<file path="src/rtl/dll_ctrl_pkg.sv">
// Shared types and defaults for the DLL lock sequencer.
// State encoding, default geometry, and the mid-code helper.
package dll_ctrl_pkg;

  localparam int DEF_WIDTH      = 10;
  localparam int DEF_SETTLE_CYC = 8;
  localparam int DEF_VOTE_N     = 7;
  localparam int DEF_DRIFT_LIM  = 4;

  typedef enum logic [2:0] {
    S_IDLE     = 3'd0,
    S_SETTLE   = 3'd1,
    S_VOTE     = 3'd2,
    S_DECIDE   = 3'd3,
    S_T_SETTLE = 3'd4,
    S_T_VOTE   = 3'd5,
    S_T_DECIDE = 3'd6
  } state_t;

  function automatic int unsigned mid_code(
    input int unsigned w
  );
    return 32'd1 << (w - 1);
  endfunction

endpackage

</file>
<file path="src/rtl/pd_vote.sv">
// Majority voter for the noisy phase detector.
// Counts VOTE_N samples; lag is the registered majority.
module pd_vote #(
  parameter int VOTE_N = 7
) (
  input  logic clk4,
  input  logic rst_n,
  input  logic clr,
  input  logic en,
  input  logic sample,
  output logic done,
  output logic lag
);

  localparam int CW = $clog2(VOTE_N + 1);
  localparam logic [CW-1:0] LAST = CW'(VOTE_N - 1);
  localparam logic [CW-1:0] HALF = CW'(VOTE_N / 2);

  logic [CW-1:0] n_cnt;
  logic [CW-1:0] lag_cnt;

  // sample counter and lag tally; clear wins over enable
  always_ff @(posedge clk4 or negedge rst_n) begin
    if (!rst_n) begin
      n_cnt   <= '0;
      lag_cnt <= '0;
    end else if (clr) begin
      n_cnt   <= '0;
      lag_cnt <= '0;
    end else if (en) begin
      n_cnt   <= n_cnt + CW'(1);
      lag_cnt <= lag_cnt + CW'(sample);
    end
  end

  // done flags the edge taking the final sample
  assign done = en && (n_cnt == LAST);
  assign lag  = lag_cnt > HALF;

endmodule

</file>
<file path="src/rtl/dll_lock_ctrl.sv">
// DLL delay-line acquisition and tracking sequencer.
// Binary search MSB-first, then +/-1 tracking with drift relock.
module dll_lock_ctrl
  import dll_ctrl_pkg::*;
#(
  parameter int WIDTH      = DEF_WIDTH,
  parameter int SETTLE_CYC = DEF_SETTLE_CYC,
  parameter int VOTE_N     = DEF_VOTE_N,
  parameter int DRIFT_LIM  = DEF_DRIFT_LIM
) (
  input  logic             clk4,
  input  logic             rst_n,
  input  logic             start,
  input  logic             abort,
  input  logic             pd_lag,
  output logic [WIDTH-1:0] dcw,
  output logic [3:0]       bit_idx,
  output logic             busy,
  output logic             locked,
  output logic             relock
);

  localparam int SW =
    (SETTLE_CYC > 1) ? $clog2(SETTLE_CYC) : 1;
  localparam logic [SW-1:0] SET_LOAD =
    SW'(SETTLE_CYC - 1);
  localparam int DW = $clog2(DRIFT_LIM + 1);
  localparam logic [DW-1:0] DRIFT_TOP =
    DW'(DRIFT_LIM);
  localparam logic [WIDTH-1:0] MID =
    WIDTH'(mid_code(WIDTH));
  localparam logic [WIDTH-1:0] MAXC = '1;
  localparam logic [3:0] TOP_BIT = 4'(WIDTH - 1);

  state_t          state;
  logic [SW-1:0]   set_cnt;
  logic [DW-1:0]   drift;
  logic [DW-1:0]   drift_nx;
  logic            prev_lag;
  logic            settled;
  logic            v_clr;
  logic            v_en;
  logic            v_done;
  logic            v_lag;
  logic [WIDTH-1:0] bit_msk;
  logic [WIDTH-1:0] lo_msk;
  logic [WIDTH-1:0] acq_code;
  logic [WIDTH-1:0] trk_code;

  assign settled = (set_cnt == '0);
  assign v_clr   = settled &&
                   ((state == S_SETTLE) ||
                    (state == S_T_SETTLE));
  assign v_en    = (state == S_VOTE) ||
                   (state == S_T_VOTE);
  assign bit_msk = WIDTH'(1) << bit_idx;
  assign lo_msk  = bit_msk >> 1;

  pd_vote #(
    .VOTE_N (VOTE_N)
  ) u_vote (
    .clk4   (clk4),
    .rst_n  (rst_n),
    .clr    (v_clr),
    .en     (v_en),
    .sample (pd_lag),
    .done   (v_done),
    .lag    (v_lag)
  );

  // resolved search code, and the direction run length
  always_comb begin
    acq_code = dcw;
    if (v_lag) acq_code = dcw & ~bit_msk;
    drift_nx = (v_lag == prev_lag) ?
               drift + DW'(1) : DW'(1);
  end

  // saturating single-LSB tracking step
  always_comb begin
    trk_code = dcw;
    if (v_lag) begin
      if (dcw != '0) trk_code = dcw - WIDTH'(1);
    end else begin
      if (dcw != MAXC) trk_code = dcw + WIDTH'(1);
    end
  end

  // sequencer state, code registers and status flags
  always_ff @(posedge clk4 or negedge rst_n) begin
    if (!rst_n) begin
      state    <= S_IDLE;
      dcw      <= MID;
      bit_idx  <= TOP_BIT;
      busy     <= 1'b0;
      locked   <= 1'b0;
      relock   <= 1'b0;
      set_cnt  <= '0;
      drift    <= '0;
      prev_lag <= 1'b0;
    end else begin
      relock <= 1'b0;
      if (abort) begin
        state  <= S_IDLE;
        busy   <= 1'b0;
        locked <= 1'b0;
      end else begin
        unique case (state)
          S_IDLE: begin
            if (start) begin
              dcw     <= MID;
              bit_idx <= TOP_BIT;
              set_cnt <= SET_LOAD;
              busy    <= 1'b1;
              state   <= S_SETTLE;
            end
          end
          S_SETTLE: begin
            if (settled) state <= S_VOTE;
            else set_cnt <= set_cnt - SW'(1);
          end
          S_VOTE: begin
            if (v_done) state <= S_DECIDE;
          end
          S_DECIDE: begin
            set_cnt <= SET_LOAD;
            if (bit_idx != 4'd0) begin
              dcw     <= acq_code | lo_msk;
              bit_idx <= bit_idx - 4'd1;
              state   <= S_SETTLE;
            end else begin
              dcw    <= acq_code;
              locked <= 1'b1;
              drift  <= '0;
              state  <= S_T_SETTLE;
            end
          end
          S_T_SETTLE: begin
            if (settled) state <= S_T_VOTE;
            else set_cnt <= set_cnt - SW'(1);
          end
          S_T_VOTE: begin
            if (v_done) state <= S_T_DECIDE;
          end
          S_T_DECIDE: begin
            prev_lag <= v_lag;
            set_cnt  <= SET_LOAD;
            if (drift_nx == DRIFT_TOP) begin
              relock  <= 1'b1;
              locked  <= 1'b0;
              dcw     <= MID;
              bit_idx <= TOP_BIT;
              drift   <= '0;
              state   <= S_SETTLE;
            end else begin
              dcw   <= trk_code;
              drift <= drift_nx;
              state <= S_T_SETTLE;
            end
          end
          default: begin
            state <= S_IDLE;
            busy  <= 1'b0;
          end
        endcase
      end
    end
  end

endmodule

</file>
<file path="config.mk">
export PLATFORM = sky130hd
export DESIGN_NAME = dll_lock_ctrl
export DESIGN_NICKNAME = d
export VERILOG_FILES = /design/src/rtl/dll_ctrl_pkg.sv /design/src/rtl/pd_vote.sv /design/src/rtl/dll_lock_ctrl.sv
export SDC_FILE = /design/constraint.sdc
export NUM_CORES = 1
export LEC_CHECK = 0
export BUFFER_PORTS_ARGS = -buffer_cell sky130_fd_sc_hd__clkbuf_2
export CAP_MARGIN = 10
export CORE_MARGIN = 1
export CORE_UTILIZATION = 45
export DETAILED_ROUTE_END_ITERATION = 12
export PLACE_DENSITY_LB_ADDON = 0.08
export SYNTH_ARGS = -nofsm -noshare
export SYNTH_HDL_FRONTEND = slang
export SYNTH_HIERARCHICAL = 1
export SYNTH_SLANG_ARGS = --single-unit
</file>
<file path="constraint.sdc">
create_clock -name clk4 -period 2.7 [get_ports clk4]
set_input_delay 0.135 -clock clk4 [delete_from_list [all_inputs] [get_ports clk4]]
set_output_delay 0.135 -clock clk4 [all_outputs]
set_load 0.01 [all_outputs]
</file>
==> impl_results.md <==
- Data arrival, critical path: 2590 ps
- Average wire per standard cell: 14.9 um
- Run status: completed
- IR drop worst, VDD: 0.000206 V
- Warnings from Yosys: 6
- CP bufs+invs: 0
- Number of setup violations in the final report: 0
- First drt pass iteration count: 4
- Number of standard cells after synthesis: around 280
- Max-Cap Viols: 0
- CP Launch Type: register
- Proportion of synthesized flip-flops having asynchronous set or reset: 100%
- TritonCTS Buffers: 5
- Buffer levels on the longest clock path: 2
- Count of cell types in the netlist: 55
- Post-DP Area: approximately 0.0026 mm2
- Fin Clk Skew: 7.35 ps
- Total core area: a little over 0.005 mm2
- Via count: about 2.1k
- Critical path's top delay family: compound AO/OA/AOI/OAI gates
- Final Non-Filler Cells: 368
- Placer congestion estimate: ~0.85
- Count of state elements after synthesis: 33
- TritonCTS clock tree: done
- Global router's overall resource usage: 21.3%
- Final period demand of the worst path: 2360 ps
- Achievable clock frequency: 0.424 GHz
- Setup TNS after final layout: 0 ps
- Number of antenna violations at the first check in global routing: 0
- Number of top-level pins: 22
- Placed wire-length estimate: between 3000 and 4000 um
- Layout cell share with drive strength beyond 1: 16.1%
- Pre-CTS setup slack: between 300 and 400 ps
- Most common cell after layout, fill and taps aside: dfrtp_1
- Number of nets with antenna violations after detailed routing: 0
- Number of pins exceeding their max-slew limit in the final report: 0
- DR vias/cell: 5.63
- Final-stage net count: 323
- Max transition margin: 44.1%
- Kind of end point of the critical path: register
- Cell Chain, Critical Path: ha_1, a21o_1, a31oi_2, a21oi_2, or4_1, a31o_1, a2bb2oi_2
- Drt initial violations: roughly 110
- Post-cts resize count: 0
- Fin crit share: 87.4%
- Syn nets: 301
- Ranking of synthesized cells by area: dfrtp_1 (31%), ha_1 (10%), a21oi_1 (4.7%), o21ai_0 (4.3%), nor2_1 (4.2%)
- Num Clock Sinks: 33
- Crit-path max FO: 14
- Prevailing post-synth register cell: dfrtp_1
- Leakage dissipation: between 1 and 1.5 nW
- Worst Max-Slew Pin Slew: approximately 840 ps
- Area share of the largest cell type after synthesis: 30.8%
- Routed wire length: 5470 um
- Global-route wire length before repair: just over 9000 um
- Required arrival time at the worst endpoint: 2930 ps
- Final-report hold violation count: 0
- Source-to-sink clock delay at the later pin of the worst-skew pair: 290 ps
- Smallest setup slack after layout: between 300 and 400 ps
- Count of unresolved DRC violations after routing: 0
- Areal power density over the cells: ~450 mW/mm2
- Number of global-route vias before repair: approximately 1.8k
- Post-route cell area: roughly 0.0027 mm2
- Clock root buffer master: clkbuf_8
- Library cell with the largest summed area after synthesis: dfrtp_1
- Class of the tightest hold or removal check: in -> reg
- Placed Instances: 359
- Number of input and output port buffers inserted: 21
- Kind of critical path: reg -> reg
- Commonest non-fill, non-tap cells in the layout: dfrtp_1 (30), nor2_1 (27), a21oi_1 (23), o21ai_0 (21), clkbuf_2 (21)
- EDFF count, synth: 0
- Average instance area after synthesis: 8.86 um2
- Clock-pin slew on the worst setup and hold paths: roughly 70 ps
- Crit path max-delay cell type: dfrtp_1
- Num rows: 26
- Largest net degree at the start of global routing: 34
- Number of H-tree branching levels: 2
- Setup repair after global routing missed its margin: no
- Die Y: 75.6 um
- Width of the chip: ~76 um
- Sum of overflow across all layers after global routing: 0
- Antenna diodes: 0
- Synthesized cell area: 0.00244 mm2
- Share of synthesized area occupied by flip-flops and latches: 34.0%
- Crit path largest cell delay: 620 ps
- Effective utilization at floorplan: 47.1%
- DIE AREA: 0.00571 mm2
- Post-synthesis to final-layout area growth: 12.0%
[cells in the mapped netlist, types with 4 or more instances]
| cell | number |
|---|---|
| nand3_1 | 8 |
| a21oi_1 | 23 |
| nand2_1 | 14 |
| nand3b_1 | 6 |
| mux2i_1 | 5 |
| nor2b_1 | 4 |
| a31oi_1 | 8 |
| a21o_1 | 7 |
| nor2_1 | 27 |
| nand2b_1 | 8 |
| dfrtp_1 | 30 |
| xor2_1 | 7 |
| ha_1 | 20 |
| nor3_1 | 8 |
| clkbuf_1 | 7 |
| nor4_1 | 4 |
| inv_1 | 9 |
| xnor2_1 | 5 |
| o31ai_1 | 5 |
| o21ai_0 | 21 |
[cell type report]
class,count,area (um2)
fill,488,2440
clock buffer,7,86.3
sequential,33,830
tap,70,87.6
multi-input combinational,219,1500
inverter,9,33.8
clock inverter,1,30.0
timing repair buffer,29,168
[power by group]
| group | switching, mW | internal [mW] | total [mW] |
|---|---|---|---|
| combinational | 0.113 | 0.0758 | 0.189 |
| sequential | 0.0284 | 0.531 | 0.559 |
| clock | 0.192 | 0.301 | 0.493 |
[worst reg2reg max path, cell delays in order, from the launching register on]
cell and delay [ps]:
dfrtp_1 620, ha_1 390, a21o_1 230, a31oi_2 180
a21oi_2 80, or4_1 460, a31o_1 240, a2bb2oi_2 100
[timing repair]
action | 4_1_cts | 5_1_grt
hold buffers | 1 | 0
buffers inserted | 0 | 0
endpoints found under the hold margin | 30 | 0
[sequential cells by signal, indices dropped and copies added (netlist names)]
name            flops
u_vote/lag_cnt      3
state               3
u_vote/n_cnt        3
prev_lag            1
relock              1
dcw                10
drift               3
locked              1
busy                1
set_cnt             3
bit_idx             4
[cells by family after synthesis]
| group | count (synthesis) | share of synthesized area (%) |
|---|---|---|
| fa+ha+maj | 21 | 11.1 |
| mux | 7 | 2.98 |
| xor+xnor | 12 | 4.31 |
| flops | 33 | 34.0 |
| compound gates | 85 | 22.6 |
| buf+inv | 23 | 4.62 |
| simple gates | 94 | 20.3 |
[metal layers]
layer / track usage (%) / vias up / wire length (um)
li1: - / 1045 / -
met1: 30.7 / 990 / 2820
met2: 32.9 / 31 / 2450
met3: 4.23 / 5 / 151
met4: 4.94 / 0 / 45
met5: 0 / - / 0
[final timing paths]
kind	from	cells past startpoint	slack (ps)	end
min in group asynchronous	rst_n	2	480	dcw[2]$_DFFE_PN0P_
max in group asynchronous	rst_n	2	1700	dcw[8]$_DFFE_PN0P_
worst max-delay path	u_vote/lag_cnt[2]$_DFFE_PN0P_	7	340	dcw[9]$_DFFE_PN1P_
worst min register to register	drift[1]$_DFFE_PN0P_	1	530	drift[1]$_DFFE_PN0P_
worst min-delay path	pd_lag	4	220	u_vote/lag_cnt[0]$_DFFE_PN0P_
worst max register to register	u_vote/lag_cnt[2]$_DFFE_PN0P_	7	340	dcw[9]$_DFFE_PN1P_
[stage by stage]
stage	util, %	total power, mW	hold WS (ps)
3_5_place_dp	50.3	0.756	299
2_1_floorplan	-	0.701	-161
5_1_grt	52.8	1.31	243
6_report	52.8	1.24	221
3_3_place_gp	50.3	0.753	287
4_1_cts	52.8	1.25	218
No activity file was read; power rests on OpenSTA's default activity.
